**src/rtl/pc_stack_unit_pkg.sv**
```systemverilog
// Shared encodings for the PIC16C5x program counter and return stack.
// The stack command encoding is the one the control unit drives.
package pc_stack_unit_pkg;

  typedef enum logic [1:0] {
    STK_NOP  = 2'b00,
    STK_PUSH = 2'b01,
    STK_POP  = 2'b10,
    STK_RSVD = 2'b11
  } stk_cmd_e;

  localparam logic [7:0] PCL_ADDR = 8'h02;

  function automatic logic is_stk_cmd(input logic [1:0] cmd, input stk_cmd_e kind);
    return cmd == kind;
  endfunction

endpackage

```
**src/rtl/pc_stack_unit_return_stack.sv**
```systemverilog
// Shift-register return stack: level 0 is top of stack, pop copies the bottom
// level down (PIC behaviour), depth saturates and misuse sets sticky flags.
module pc_stack_unit_return_stack
  import pc_stack_unit_pkg::*;
#(
  parameter int WIDTH = 11,
  parameter int DEPTH = 2
) (
  input  logic             clk,
  input  logic             rst_n,
  input  logic             i_push,
  input  logic             i_pop,
  input  logic [WIDTH-1:0] i_din,
  output logic [WIDTH-1:0] o_tos,
  output logic [1:0]       o_depth,
  output logic             o_ovf,
  output logic             o_unf
);

  localparam int DW = $clog2(DEPTH + 1);

  logic [WIDTH-1:0] r_level [DEPTH];
  logic [DW-1:0]    r_depth;
  logic             r_ovf;
  logic             r_unf;

  always_ff @(posedge clk or negedge rst_n) begin
    if (!rst_n) begin
      for (int i = 0; i < DEPTH; i++) r_level[i] <= '0;
    end else if (i_pop) begin
      for (int i = 0; i < DEPTH - 1; i++) r_level[i] <= r_level[i+1];
    end else if (i_push) begin
      r_level[0] <= i_din;
      for (int i = 1; i < DEPTH; i++) r_level[i] <= r_level[i-1];
    end
  end

  // Pop has priority; the parent never asserts both, but keep it deterministic.
  always_ff @(posedge clk or negedge rst_n) begin
    if (!rst_n) begin
      r_depth <= '0;
      r_ovf   <= 1'b0;
      r_unf   <= 1'b0;
    end else if (i_pop) begin
      if (r_depth == '0) r_unf <= 1'b1;
      else               r_depth <= r_depth - DW'(1);
    end else if (i_push) begin
      if (r_depth == DW'(DEPTH)) r_ovf <= 1'b1;
      else                       r_depth <= r_depth + DW'(1);
    end
  end

  assign o_tos   = r_level[0];
  assign o_depth = (r_depth > DW'(3)) ? 2'd3 : r_depth[1:0];
  assign o_ovf   = r_ovf;
  assign o_unf   = r_unf;

endmodule

```
**src/rtl/pc_stack_unit.sv**
```systemverilog
// PIC16C5x program counter with page merge, load priority mux and a
// return stack for CALL/RETLW.
module pc_stack_unit
  import pc_stack_unit_pkg::*;
#(
  parameter int PC_WIDTH    = 11,
  parameter int STACK_DEPTH = 2
) (
  input  logic                clk,
  input  logic                rst_n,
  input  logic [1:0]          stackCommand,
  input  logic                incEn,
  input  logic                gotoEn,
  input  logic [11:0]         instIn,
  input  logic                pclWe,
  input  logic [7:0]          pclData,
  input  logic [1:0]          pa,
  output logic [PC_WIDTH-1:0] pcOut,
  output logic [PC_WIDTH-1:0] tos,
  output logic [1:0]          stackDepth,
  output logic                stkOverflow,
  output logic                stkUnderflow
);

  logic [PC_WIDTH-1:0] r_pc;
  logic [PC_WIDTH-1:0] w_pc_nxt;
  logic [PC_WIDTH-1:0] w_goto_tgt;
  logic [PC_WIDTH-1:0] w_call_tgt;
  logic [PC_WIDTH-1:0] w_pcl_tgt;
  logic [PC_WIDTH-1:0] w_tos;
  logic                w_push;
  logic                w_pop;
  logic                w_unused;

  assign w_pop  = is_stk_cmd(stackCommand, STK_POP);
  assign w_push = is_stk_cmd(stackCommand, STK_PUSH);

  // Page bits fill whatever lies above the 9-bit in-page address.
  generate
    if (PC_WIDTH > 9) begin : g_page
      localparam int PW = PC_WIDTH - 9;
      assign w_goto_tgt = {pa[PW-1:0], instIn[8:0]};
      assign w_call_tgt = {pa[PW-1:0], 1'b0, instIn[7:0]};
      assign w_pcl_tgt  = {pa[PW-1:0], 1'b0, pclData};
    end else begin : g_nopage
      assign w_goto_tgt = instIn[8:0];
      assign w_call_tgt = {1'b0, instIn[7:0]};
      assign w_pcl_tgt  = {1'b0, pclData};
    end
  endgenerate

  assign w_unused = ^{instIn[11:9], pa};

  always_comb begin
    w_pc_nxt = r_pc;
    if (w_pop)       w_pc_nxt = w_tos;
    else if (w_push) w_pc_nxt = w_call_tgt;
    else if (gotoEn) w_pc_nxt = w_goto_tgt;
    else if (pclWe)  w_pc_nxt = w_pcl_tgt;
    else if (incEn)  w_pc_nxt = r_pc + PC_WIDTH'(1);
  end

  always_ff @(posedge clk or negedge rst_n) begin
    if (!rst_n) r_pc <= '1;
    else        r_pc <= w_pc_nxt;
  end

  pc_stack_unit_return_stack #(
    .WIDTH (PC_WIDTH),
    .DEPTH (STACK_DEPTH)
  ) u_stack (
    .clk     (clk),
    .rst_n   (rst_n),
    .i_push  (w_push),
    .i_pop   (w_pop),
    .i_din   (r_pc),
    .o_tos   (w_tos),
    .o_depth (stackDepth),
    .o_ovf   (stkOverflow),
    .o_unf   (stkUnderflow)
  );

  assign pcOut = r_pc;
  assign tos   = w_tos;

endmodule

```
**config.mk**
```make
export PLATFORM = sky130hd
export DESIGN_NAME = pc_stack_unit
export DESIGN_NICKNAME = d
export VERILOG_FILES = /design/src/rtl/pc_stack_unit_pkg.sv /design/src/rtl/pc_stack_unit_return_stack.sv /design/src/rtl/pc_stack_unit.sv
export SDC_FILE = /design/constraint.sdc
export NUM_CORES = 1
export LEC_CHECK = 0
export CAP_MARGIN = 40
export CORE_MARGIN = 1.5
export CORE_UTILIZATION = 52
export DETAILED_ROUTE_END_ITERATION = 16
export PLACE_DENSITY = 0.84
export SYNTH_ARGS = -nofsm -noshare
export SYNTH_HDL_FRONTEND = slang
export SYNTH_SLANG_ARGS = --single-unit
```
**constraint.sdc**
```tcl
create_clock -name clk -period 3.8 [get_ports clk]
set_input_delay 1.14 -clock clk [delete_from_list [all_inputs] [get_ports clk]]
set_output_delay 1.14 -clock clk [all_outputs]
set_load 0.02 [all_outputs]
```
==> impl_metrics.toml <==
[synth]
yosysWarnings = 0
synth_edf_count = 0
synth_top_cell_by_area = "dfrtp_1"
synth_ff_type = "dfrtp_1"
syn_inst = 221
synth_cell_types = 43
synth-seq-area-share = 0.445
avgSynthCellArea_um2 = 9.55
syn_nets = 253
synth-seq-cells = 37
syn-cell-area_um2 = 2110
synth.area.top_cells = "dfrtp_1, dfstp_2, o21ai_0"
yosysTopAreaCellShare = 0.308
synthArstFlopShare = 1.00

[timing]
finalCritPeriodShare = 0.785
worst_slack_ns = 0.816
whs_ns = 0.461
max_slew.worst_pin.slew_ns = 0.622
min_period_ns = 2.98
finalMaxSlewViolations = 0
rsz0062_at_grt = "false"
clock_skew_ns = 0.00211
setup_viol = 0
clock.fmax_ghz = 0.335
finalHoldViolations = 0
maxSlewHeadroom = 0.585
fin_tns_setup_ns = 0

[setup_path]
slowest_delay_ns = 0.48
critPathKind = "in2reg"
crit_path_max_fanout = 9
crit_slowest_cell = "clkdlybuf4s50_1"
crit_path_end_kind = "flip-flop"
worstPathCellList = "clkdlybuf4s50_1 -> inv_1 -> ha_1 -> nor2_1 -> and3b_1 -> nor2_1 -> a311oi_1"
required_ns = 4.00
crit_buf_inv = 2
cp.arrival_ns = 3.18
start_kind = "input port"
crit_top_cell = "nor2_1"
path_delay_family = "simple AND/OR/NAND/NOR gates"

[floorplan]
die_h_um = 66.7
rows = 22
ioPinCount = 55
dieArea_um2 = 4450
core_area_um2 = 3770
start_util = 0.560
die_x_um = 66.7

[power_and_ir_drop]
ir_drop_v = 0.000217
leakage_nw = 1.07
p_per_area_nw_per_um2 = 418
power.total_mw = 1.12

[placed_design]
post-place-cells = 303
gp_congestion = 0.835
post_dp_cell_area_um2 = 2590
io_buffers = 51
dp.final_hpwl_mm = 3.65
post-place-ws_ns = 0.537

[cells_and_area]
post-route-util = 0.709
synthToLayoutAreaGrowth_pct = 26.6
stdcell_area_um2 = 2670
nNetsFinal = 294
fin_cells = 311
drive_gt1_frac = 0.160
diodes = 0

[clocking]
cts_setup_buffers = 0
hold_buffers = 0
worstSkewPairLatency_ns = 0.29
numCtsBuffers = 5
root_buffer = "clkbuf_8"
path_clk_slew_ns = 0.07
cts_resized = 0
h-tree-depth = 2
cts.sink_count = 37
cts_tree = "yes"
clk_path_buf_depth = 2

[route]
via_per_inst = 6.05
antenna_left = 0
firstDrtPassIters = 4
totalWireLength_mm = 5.30
wl_per_cell_um = 17.0
vias = 1881
drt_iter0_markers = 166
drc_errors = 0

[worst_hold_path]
min_path_type = "reg2reg"

[outcome]
status = "finished, final reports clean"

[run]
drv_cap = 0

[global_route]
grt.total_usage = 0.254
antenna_found_initial = 0
grt_pass1_wl_mm = 8.30
grt_max_degree = 38
first_global_vias = 1782
grt_overflow = 0
==> sequential cells by signal, indices dropped and copies added (netlist names) <==
name and cells:
u_stack.o_unf 1, u_stack.o_ovf 1, pcOut 11, u_stack.o_tos 11, u_stack.r_level 11, u_stack.r_depth 2
==> layout by cell type, fill, tap and decap left out, types with 2 or more instances in the layout <==
| cell type | count |
|---|---|
| a21oi_1 | 7 |
| a221o_1 | 2 |
| a22oi_1 | 11 |
| a31o_2 | 2 |
| a31oi_1 | 4 |
| buf_4 | 7 |
| clkbuf_1 | 3 |
| clkbuf_8 | 5 |
| clkdlybuf4s50_1 | 51 |
| dfrtp_1 | 26 |
| dfstp_2 | 11 |
| ha_1 | 3 |
| inv_1 | 6 |
| mux2_2 | 11 |
| mux2i_1 | 5 |
| nand2_1 | 24 |
| nand3_1 | 6 |
| nor2_1 | 10 |
| nor2b_1 | 4 |
| nor3_1 | 4 |
| nor4_1 | 2 |
| o21a_1 | 2 |
| o21ai_0 | 26 |
| o22a_2 | 2 |
| o22ai_1 | 4 |
| o31ai_1 | 3 |
| or2_2 | 2 |
| or4_1 | 4 |
| xnor2_1 | 3 |
==> synth_stat cells (all sizes together), types with 3 or more instances <==
master	count
inv	6
nor2	10
dfrtp	26
dfstp	11
o22ai	4
mux2i	5
o21ai	26
mux2	11
buf	18
nor3	4
a21oi	7
xnor2	3
or4	4
a31oi	4
nand2	24
o31ai	3
nor2b	4
a22oi	11
ha	3
nand3	6
clkbuf	6
==> logic make-up (layout without fill, tap and decap cells) <==
family | count (synthesis) | count (layout) | share of synthesized area
xor gates and xnor gates | 3 | 3 | 0.0125
muxes | 16 | 16 | 0.0824
AOI/OAI and AO/OA | 71 | 71 | 0.220
adders and majority gates | 3 | 3 | 0.0178
buffers and inverters | 31 | 73 | 0.0794
DFF | 37 | 37 | 0.445
and+or+nand+nor | 60 | 60 | 0.143
==> metal layers <==
| metal | global-route usage | vias to the layer above | share of wire |
|---|---|---|---|
| met5 | 0 | - | 0 |
| met4 | 0.110 | 0 | 0.012 |
| met3 | 0.0625 | 9 | 0.084 |
| met2 | 0.395 | 85 | 0.46 |
| met1 | 0.336 | 909 | 0.44 |
| li1 | - | 878 | - |
==> path summary, 6_finish.rpt <==
kind,cells after the start,end,from,slack [ns]
worst max-delay path,7,pcOut[8],stackCommand[1],0.82
worst min-delay path,1,u_stack.o_unf,u_stack.o_unf,0.46
worst max register to register,5,pcOut[10],pcOut[0],1.92
worst min register to register,1,u_stack.o_unf,u_stack.o_unf,0.46
max in group asynchronous,2,pcOut[3],rst_n,2.16
min in group asynchronous,2,u_stack.o_tos[10],rst_n,1.27
==> cell type report <==
| type | instances | area, um2 |
|---|---|---|
| repair buffers | 58 | 563 |
| well taps | 48 | 60.1 |
| fillers | 319 | 1100 |
| inverters | 7 | 26.3 |
| clock buffers | 8 | 80.1 |
| multi-input cells | 153 | 1000 |
| flip-flops and latches | 37 | 940 |
==> power by group <==
part           switching [mW]  total (mW)  internal [mW]
combinational           0.160       0.324          0.164
sequential             0.0670       0.529          0.462
clock                   0.132       0.262          0.130
(Power assumes the default switching activity.)
